File: src/rtl/forwarding_ctrl.sv
// -----------------------------------------------------------------------------
// forwarding_ctrl
//
// Operand-forwarding and load-use stall controller for the execute pipeline.
// Both p2 operand read ports are compared against the destinations of STAGES
// downstream stages (index 0 = p3, the youngest). The youngest enabled match
// supplies the forwarded data. A match against a loading p3 freezes p2 for
// LOAD_STALL cycles. All state and outputs update on the falling clock edge.
//
// Ports
//   clock           in   pipeline clock, state updates on the falling edge
//   reset_n         in   asynchronous active-low reset
//   flush           in   synchronous, abandons any stall and clears outputs
//   read_addr_A/B   in   p2 operand register addresses
//   read_en_A/B     in   operand is actually used by the p2 instruction
//   write_addr_bus  in   per-stage destination address, stage i at [i*ADDR_W +: ADDR_W]
//   write_data_bus  in   per-stage result data, stage i at [i*DATA_W +: DATA_W]
//   write_en        in   per-stage write enable
//   load_p3         in   p3 holds a load whose data is not yet available
//   fwd_data_A/B    out  forwarded operand data
//   fwd_en_A/B      out  use fwd_data instead of the register file
//   fwd_src_A/B     out  index of the selected stage (0 when not forwarding)
//   stall_p2        out  hold p2 and PC, inject a bubble into p3
// -----------------------------------------------------------------------------
module forwarding_ctrl #(
   parameter int DATA_W     = 16,
   parameter int ADDR_W     = 3,
   parameter int STAGES     = 3,
   parameter int LOAD_STALL = 1,
   parameter int ZERO_REG   = 0
) (
   input  logic                       clock,
   input  logic                       reset_n,
   input  logic                       flush,
   input  logic [ADDR_W-1:0]          read_addr_A,
   input  logic [ADDR_W-1:0]          read_addr_B,
   input  logic                       read_en_A,
   input  logic                       read_en_B,
   input  logic [STAGES*ADDR_W-1:0]   write_addr_bus,
   input  logic [STAGES*DATA_W-1:0]   write_data_bus,
   input  logic [STAGES-1:0]          write_en,
   input  logic                       load_p3,
   output logic [DATA_W-1:0]          fwd_data_A,
   output logic [DATA_W-1:0]          fwd_data_B,
   output logic                       fwd_en_A,
   output logic                       fwd_en_B,
   output logic [2:0]                 fwd_src_A,
   output logic [2:0]                 fwd_src_B,
   output logic                       stall_p2
);

   typedef enum logic {RUN, STALL} state_t;

   state_t      state, state_next;
   logic [3:0]  cnt, cnt_next;

   // Per-stage match vectors for each port
   logic [STAGES-1:0] match_a, match_b;
   logic              addr_ok_a, addr_ok_b;

   // With a hard-wired zero register, address 0 never matches anything
   assign addr_ok_a = (ZERO_REG == 0) || (read_addr_A != '0);
   assign addr_ok_b = (ZERO_REG == 0) || (read_addr_B != '0);

   generate
      for (genvar gi = 0; gi < STAGES; gi++) begin : g_match
         assign match_a[gi] = read_en_A & write_en[gi] & addr_ok_a &
                              (read_addr_A == write_addr_bus[gi*ADDR_W +: ADDR_W]);
         assign match_b[gi] = read_en_B & write_en[gi] & addr_ok_b &
                              (read_addr_B == write_addr_bus[gi*ADDR_W +: ADDR_W]);
      end
   endgenerate

   // Priority select: scanning from oldest to youngest, so the last
   // assignment (lowest index, youngest stage) wins.
   logic              sel_en_a, sel_en_b;
   logic [2:0]        sel_src_a, sel_src_b;
   logic [DATA_W-1:0] sel_data_a, sel_data_b;

   always_comb begin
      sel_en_a   = 1'b0;
      sel_src_a  = 3'd0;
      sel_data_a = '0;
      sel_en_b   = 1'b0;
      sel_src_b  = 3'd0;
      sel_data_b = '0;
      for (int i = STAGES - 1; i >= 0; i--) begin
         if (match_a[i]) begin
            sel_en_a   = 1'b1;
            sel_src_a  = 3'(i);
            sel_data_a = write_data_bus[i*DATA_W +: DATA_W];
         end
         if (match_b[i]) begin
            sel_en_b   = 1'b1;
            sel_src_b  = 3'(i);
            sel_data_b = write_data_bus[i*DATA_W +: DATA_W];
         end
      end
   end

   // A stage-0 match on a load cannot be forwarded yet, regardless of any
   // older-stage match.
   logic hazard;
   assign hazard = (match_a[0] | match_b[0]) & load_p3;

   // Next-state / next-output logic
   logic              stall_next;
   logic              en_a_next, en_b_next;
   logic [2:0]        src_a_next, src_b_next;
   logic [DATA_W-1:0] data_a_next, data_b_next;
   logic              evaluate;

   always_comb begin
      state_next  = state;
      cnt_next    = cnt;
      stall_next  = 1'b0;
      en_a_next   = 1'b0;
      en_b_next   = 1'b0;
      src_a_next  = 3'd0;
      src_b_next  = 3'd0;
      data_a_next = '0;
      data_b_next = '0;
      evaluate    = 1'b0;

      if (flush) begin
         state_next = RUN;
         cnt_next   = 4'd0;
      end else begin
         case (state)
            RUN: evaluate = 1'b1;
            STALL: begin
               if (cnt != 4'd0) begin
                  cnt_next   = cnt - 4'd1;
                  stall_next = 1'b1;
               end else begin
                  // Stall expires: this same edge performs a normal evaluation
                  evaluate = 1'b1;
               end
            end
            default: state_next = RUN;
         endcase

         if (evaluate) begin
            if (hazard) begin
               // The hazard edge itself counts as the first stall cycle
               state_next = STALL;
               cnt_next   = 4'(LOAD_STALL - 1);
               stall_next = 1'b1;
            end else begin
               state_next  = RUN;
               cnt_next    = 4'd0;
               en_a_next   = sel_en_a;
               en_b_next   = sel_en_b;
               src_a_next  = sel_src_a;
               src_b_next  = sel_src_b;
               data_a_next = sel_data_a;
               data_b_next = sel_data_b;
            end
         end
      end
   end

   // State and registered outputs, falling-edge clocked
   always_ff @(negedge clock or negedge reset_n) begin
      if (!reset_n) begin
         state      <= RUN;
         cnt        <= 4'd0;
         stall_p2   <= 1'b0;
         fwd_en_A   <= 1'b0;
         fwd_en_B   <= 1'b0;
         fwd_src_A  <= 3'd0;
         fwd_src_B  <= 3'd0;
         fwd_data_A <= '0;
         fwd_data_B <= '0;
      end else begin
         state      <= state_next;
         cnt        <= cnt_next;
         stall_p2   <= stall_next;
         fwd_en_A   <= en_a_next;
         fwd_en_B   <= en_b_next;
         fwd_src_A  <= src_a_next;
         fwd_src_B  <= src_b_next;
         fwd_data_A <= data_a_next;
         fwd_data_B <= data_b_next;
      end
   end

endmodule

File: config.mk
export PLATFORM = sky130hd
export DESIGN_NAME = forwarding_ctrl
export DESIGN_NICKNAME = d
export VERILOG_FILES = /design/src/rtl/forwarding_ctrl.sv
export SDC_FILE = /design/constraint.sdc
export NUM_CORES = 1
export LEC_CHECK = 0
export ABC_AREA = 1
export BUFFER_PORTS_ARGS = -buffer_cell sky130_fd_sc_hd__buf_2
export CAP_MARGIN = 5
export CORE_ASPECT_RATIO = 2
export CORE_MARGIN = 8
export CORE_UTILIZATION = 52
export CTS_BUF_LIST = sky130_fd_sc_hd__clkbuf_2
export CTS_CLUSTER_DIAMETER = 40
export DETAILED_ROUTE_END_ITERATION = 7
export PLACE_DENSITY = 0.83
export SLEW_MARGIN = 5
export SYNTH_ARGS = -nofsm -noshare
export SYNTH_HDL_FRONTEND = slang
export SYNTH_SLANG_ARGS = --single-unit
File: constraint.sdc
create_clock -name clock -period 2.1 [get_ports clock]
set_input_delay 0.105 -clock clock [delete_from_list [all_inputs] [get_ports clock]]
set_output_delay 0.105 -clock clock [all_outputs]
set_load 0.02 [all_outputs]
==> Word-level counts from Yosys, hierarchy flattened <==
Cells that the tools add are included.
{ "totals": {"ff_bits": 46, "in_bits": 72, "output_inout_bits": 41, "wordCells": 87} }
{ "op_classes": {"n_addsub": 1, "eq_ne": 6, "mux": 51, "n_bitwise": 15, "n_reduce_logical": 5} }
{ "op_table": {"columns": ["cell", "count"], "rows": [
  ["2-to-1 mux 16 bit", 12],
  ["2-to-1 mux 3 bit", 8],
  ["2-to-1 mux 1 bit", 22],
  ["equality test 3 bit", 6],
  ["2-to-1 mux 4 bit", 4],
  ["bitwise AND 1 bit", 13],
  ["2-to-1 mux 2 bit", 4],
  ["nonzero test 3 bit", 2],
  ["nonzero test 4 bit", 1],
  ["subtractor 4 x 1 -> 4 bit (second input constant)", 1],
  ["one-hot mux 1 bit (2 select lines)", 1],
  ["AND reduction 2 bit", 1],
  ["nonzero test 2 bit", 1],
  ["inverter 1 bit", 1],
  ["OR 1 bit", 1]
]} }

==> Longest topological paths before layout <==
{ "depth": {"word_depth": 8, "ltp_mapped": 11, "depth_no_buf": 9} }

==> results.toml <==
[outcome]
status = "complete, but fails checks"
violations = "negative setup slack"

[worst_setup_path]
arrival_ns = 2.06
r2r_slack_ns = 0.21
endpoint_kind = "primary output"
crit_start = "fwd_data_A[0]"
crit_family = "flip-flops"
crit_slowest_cell = "dfrtn_1"
worstPathMaxFanout = 1
crit_type = "flop to primary output"
cpPeakStageDelay_ns = 0.49
critPathBufInv = 1
worst_setup_path_start_kind = "flop"
worstReg2RegStart = "cnt[0]"
cp_cell_sequence = "buf_6"
cp.required_ns = 2.00

[synth]
syn_inst = 522
yosysSeqAreaShare = 0.346
yosysMostFrequentCell = "nand2_1"
synthDistinctLibCells = 23
synth_area_um2 = 3180
yosys_warnings = 0
synthTopCellsByArea = "dfrtn_1 (35%), nand3_1 (16%), nand2_1 (15%)"
synth_common_cells = "nand2_1 (125), nor2_1 (113), nand3_1 (101)"
synth_top_flop_cell = "dfrtn_1"
ys_async_sr_fraction = 1.00
syn_avg_cell_area_um2 = 6.10
synth-edff-count = 0
synth_seq_cells = 44
netlist.area_leader.share = 0.346
synth_top_cell_by_area = "dfrtn_1"

[place]
place_area_um2 = 4130
dp_hpwl_um = 7800
gp_congestion = 0.932
port_buffers = 110

[final_layout]
final_util = 0.742
syn_to_final_growth_pct = 38.7
design_area_um2 = 4420
layout.nets = 717
drive_gt1_frac = 0.314

[timing]
setup_viol = 15
hold_viol_final = 0
finClkSkew_ns = 0.0265
rsz0062_at_grt = "true"
drv_slew = 0
worst_slack_ns = -0.0630

[detailed_routing]
vias = 3705
maxUsedRoutingLayer = "met4"
firstDrtPassIters = 4
met2WireLength_um = 5760
wl_um = 10500
wl_met1_um = 3610
drcViolationCount = 0
viasPerCell = 5.23
drt_iter0_drc = 244
drtAntennaViolNets = 0
wl_met3_um = 742
wl_per_cell_um = 14.9

[run]
timing.max_cap.violations = 0

[clocking]
clockBufferDepth = 2
cts.clk_slew.worst_paths_ns = 0.17
clock-root-buffer = "clkbuf_2"
cts_inserted_buffers = 5
cts_setup_buffers = 0
cts_sinks = 44
clk_latency_ns = 0.39
htree_levels = 2
cts_tree = "done"

[grt]
grt_pass1_wl_um = 17300
overflow = 0
grt_antenna_before_repair = 1
grt_pass1_vias = 3897
grt_max_degree = 45
track_usage = 0.239

[hold_path]
hp-start = "cnt[0]"
min_path_type = "flop to flop"

[power]
power_leakage_nw = 2.81
irDropWorstVdd_uv = 261
power_density_nw_per_um2 = 436

[floorplanning]
pin_count = 113
coreArea_um2 = 5960
die-area_um2 = 9040
die_w_um = 71.3
initial_core_util = 0.535
rows = 40
die_h_um = 127
-- through the flow --
| stage | TNS [ns] | power, mW | setup slack (ns) | instances | hold WS (ns) |
|---|---|---|---|---|---|
| 2_1_floorplan | -2.58 | 1.20 | -0.122 | 523 | 0.359 |
| 3_3_place_gp | -7.63 | 1.41 | -0.268 | 699 | 0.373 |
| 3_5_place_dp | -9.02 | 1.42 | -0.293 | 699 | 0.391 |
| 4_1_cts | -0.460 | 1.91 | -0.0629 | 707 | 0.397 |
| 5_1_grt | -1.10 | 2.02 | -0.0810 | 708 | 0.444 |
| 6_report | -0.464 | 1.93 | -0.0630 | 708 | 0.393 |
-- placed cells by master (no fill, tap or decap) --
master	Yosys	layout
nand2_1	125	109
buf_6	3	32
clkbuf_2	0	6
buf_12	0	5
nand2_2	2	15
nand3_1	101	83
o21ai_2	2	2
nor3_1	1	1
buf_2	9	71
inv_2	5	4
dfrtn_1	44	44
a21boi_0	1	1
inv_6	0	4
nand2_4	2	5
conb_1	1	2
clkinv_2	0	1
inv_1	82	78
xnor2_1	2	2
buf_4	4	29
nand3_2	0	18
ha_1	2	2
a21oi_1	3	3
diode_2	0	1
inv_8	0	1
bufinv_16	0	1
o21ai_0	2	2
clkinv_1	2	2
nor2_4	5	8
nor2_1	113	113
-- timing repair --
action	4_1_cts	5_1_grt
resized for setup	45	26
endpoints found under the setup margin	27	39
hold buffers	0	0
-- final timing paths --
| path | to | cells past startpoint |
|---|---|---|
| hold / removal | cnt[0] | 1 |
| min in group asynchronous | fwd_data_A[1] | 2 |
| hold reg to reg | cnt[0] | 1 |
| setup / recovery | fwd_data_A[0] | 1 |
| max in group asynchronous | fwd_data_B[12] | 2 |
| setup reg to reg | fwd_data_B[7] | 7 |
-- report_power, final --
group          leakage (nW)  internal [mW]  total (mW)  switching, mW
Sequential            0.609          0.876       0.888         0.0114
Clock                0.0430          0.204       0.486          0.282
Combinational          2.16          0.219       0.551          0.333
-- cell type report --
type	count	area [µm²]
multi-input cells	366	1770
fillers	464	1540
flip-flops and latches	44	1100
repair buffers	137	1030
inverters	89	362
well taps	63	78.8
clock inverters	2	35.0
clock buffers	6	30.0
diodes	1	2.50
-- flip-flops by register name, summed over array words and instances, names as in the netlist --
register	flops
fwd_src_B	2
cnt	4
fwd_en_B	1
state	1
fwd_en_A	1
fwd_data_B	16
fwd_data_A	16
stall_p2	1
fwd_src_A	2
-- cells by family (layout without fill, tap and decap cells) --
kind of cell | count (synthesis) | after routing | share of synthesized area
AOI/OAI and AO/OA | 8 | 8 | 0.0157
xor gates and xnor gates | 2 | 2 | 0.00550
adders and majority gates | 2 | 2 | 0.00786
buffers and inverters | 113 | 234 | 0.149
DFF | 44 | 44 | 0.346
other | 1 | 3 | 0.00118
and+or+nand+nor | 352 | 352 | 0.475
-- routing by layer --
layer	vias up	track usage
li1	1807	-
met1	1676	0.229
met4	0	0.142
met5	-	0
met2	180	0.443
met3	42	0.0505
(Power assumes the default switching activity.)
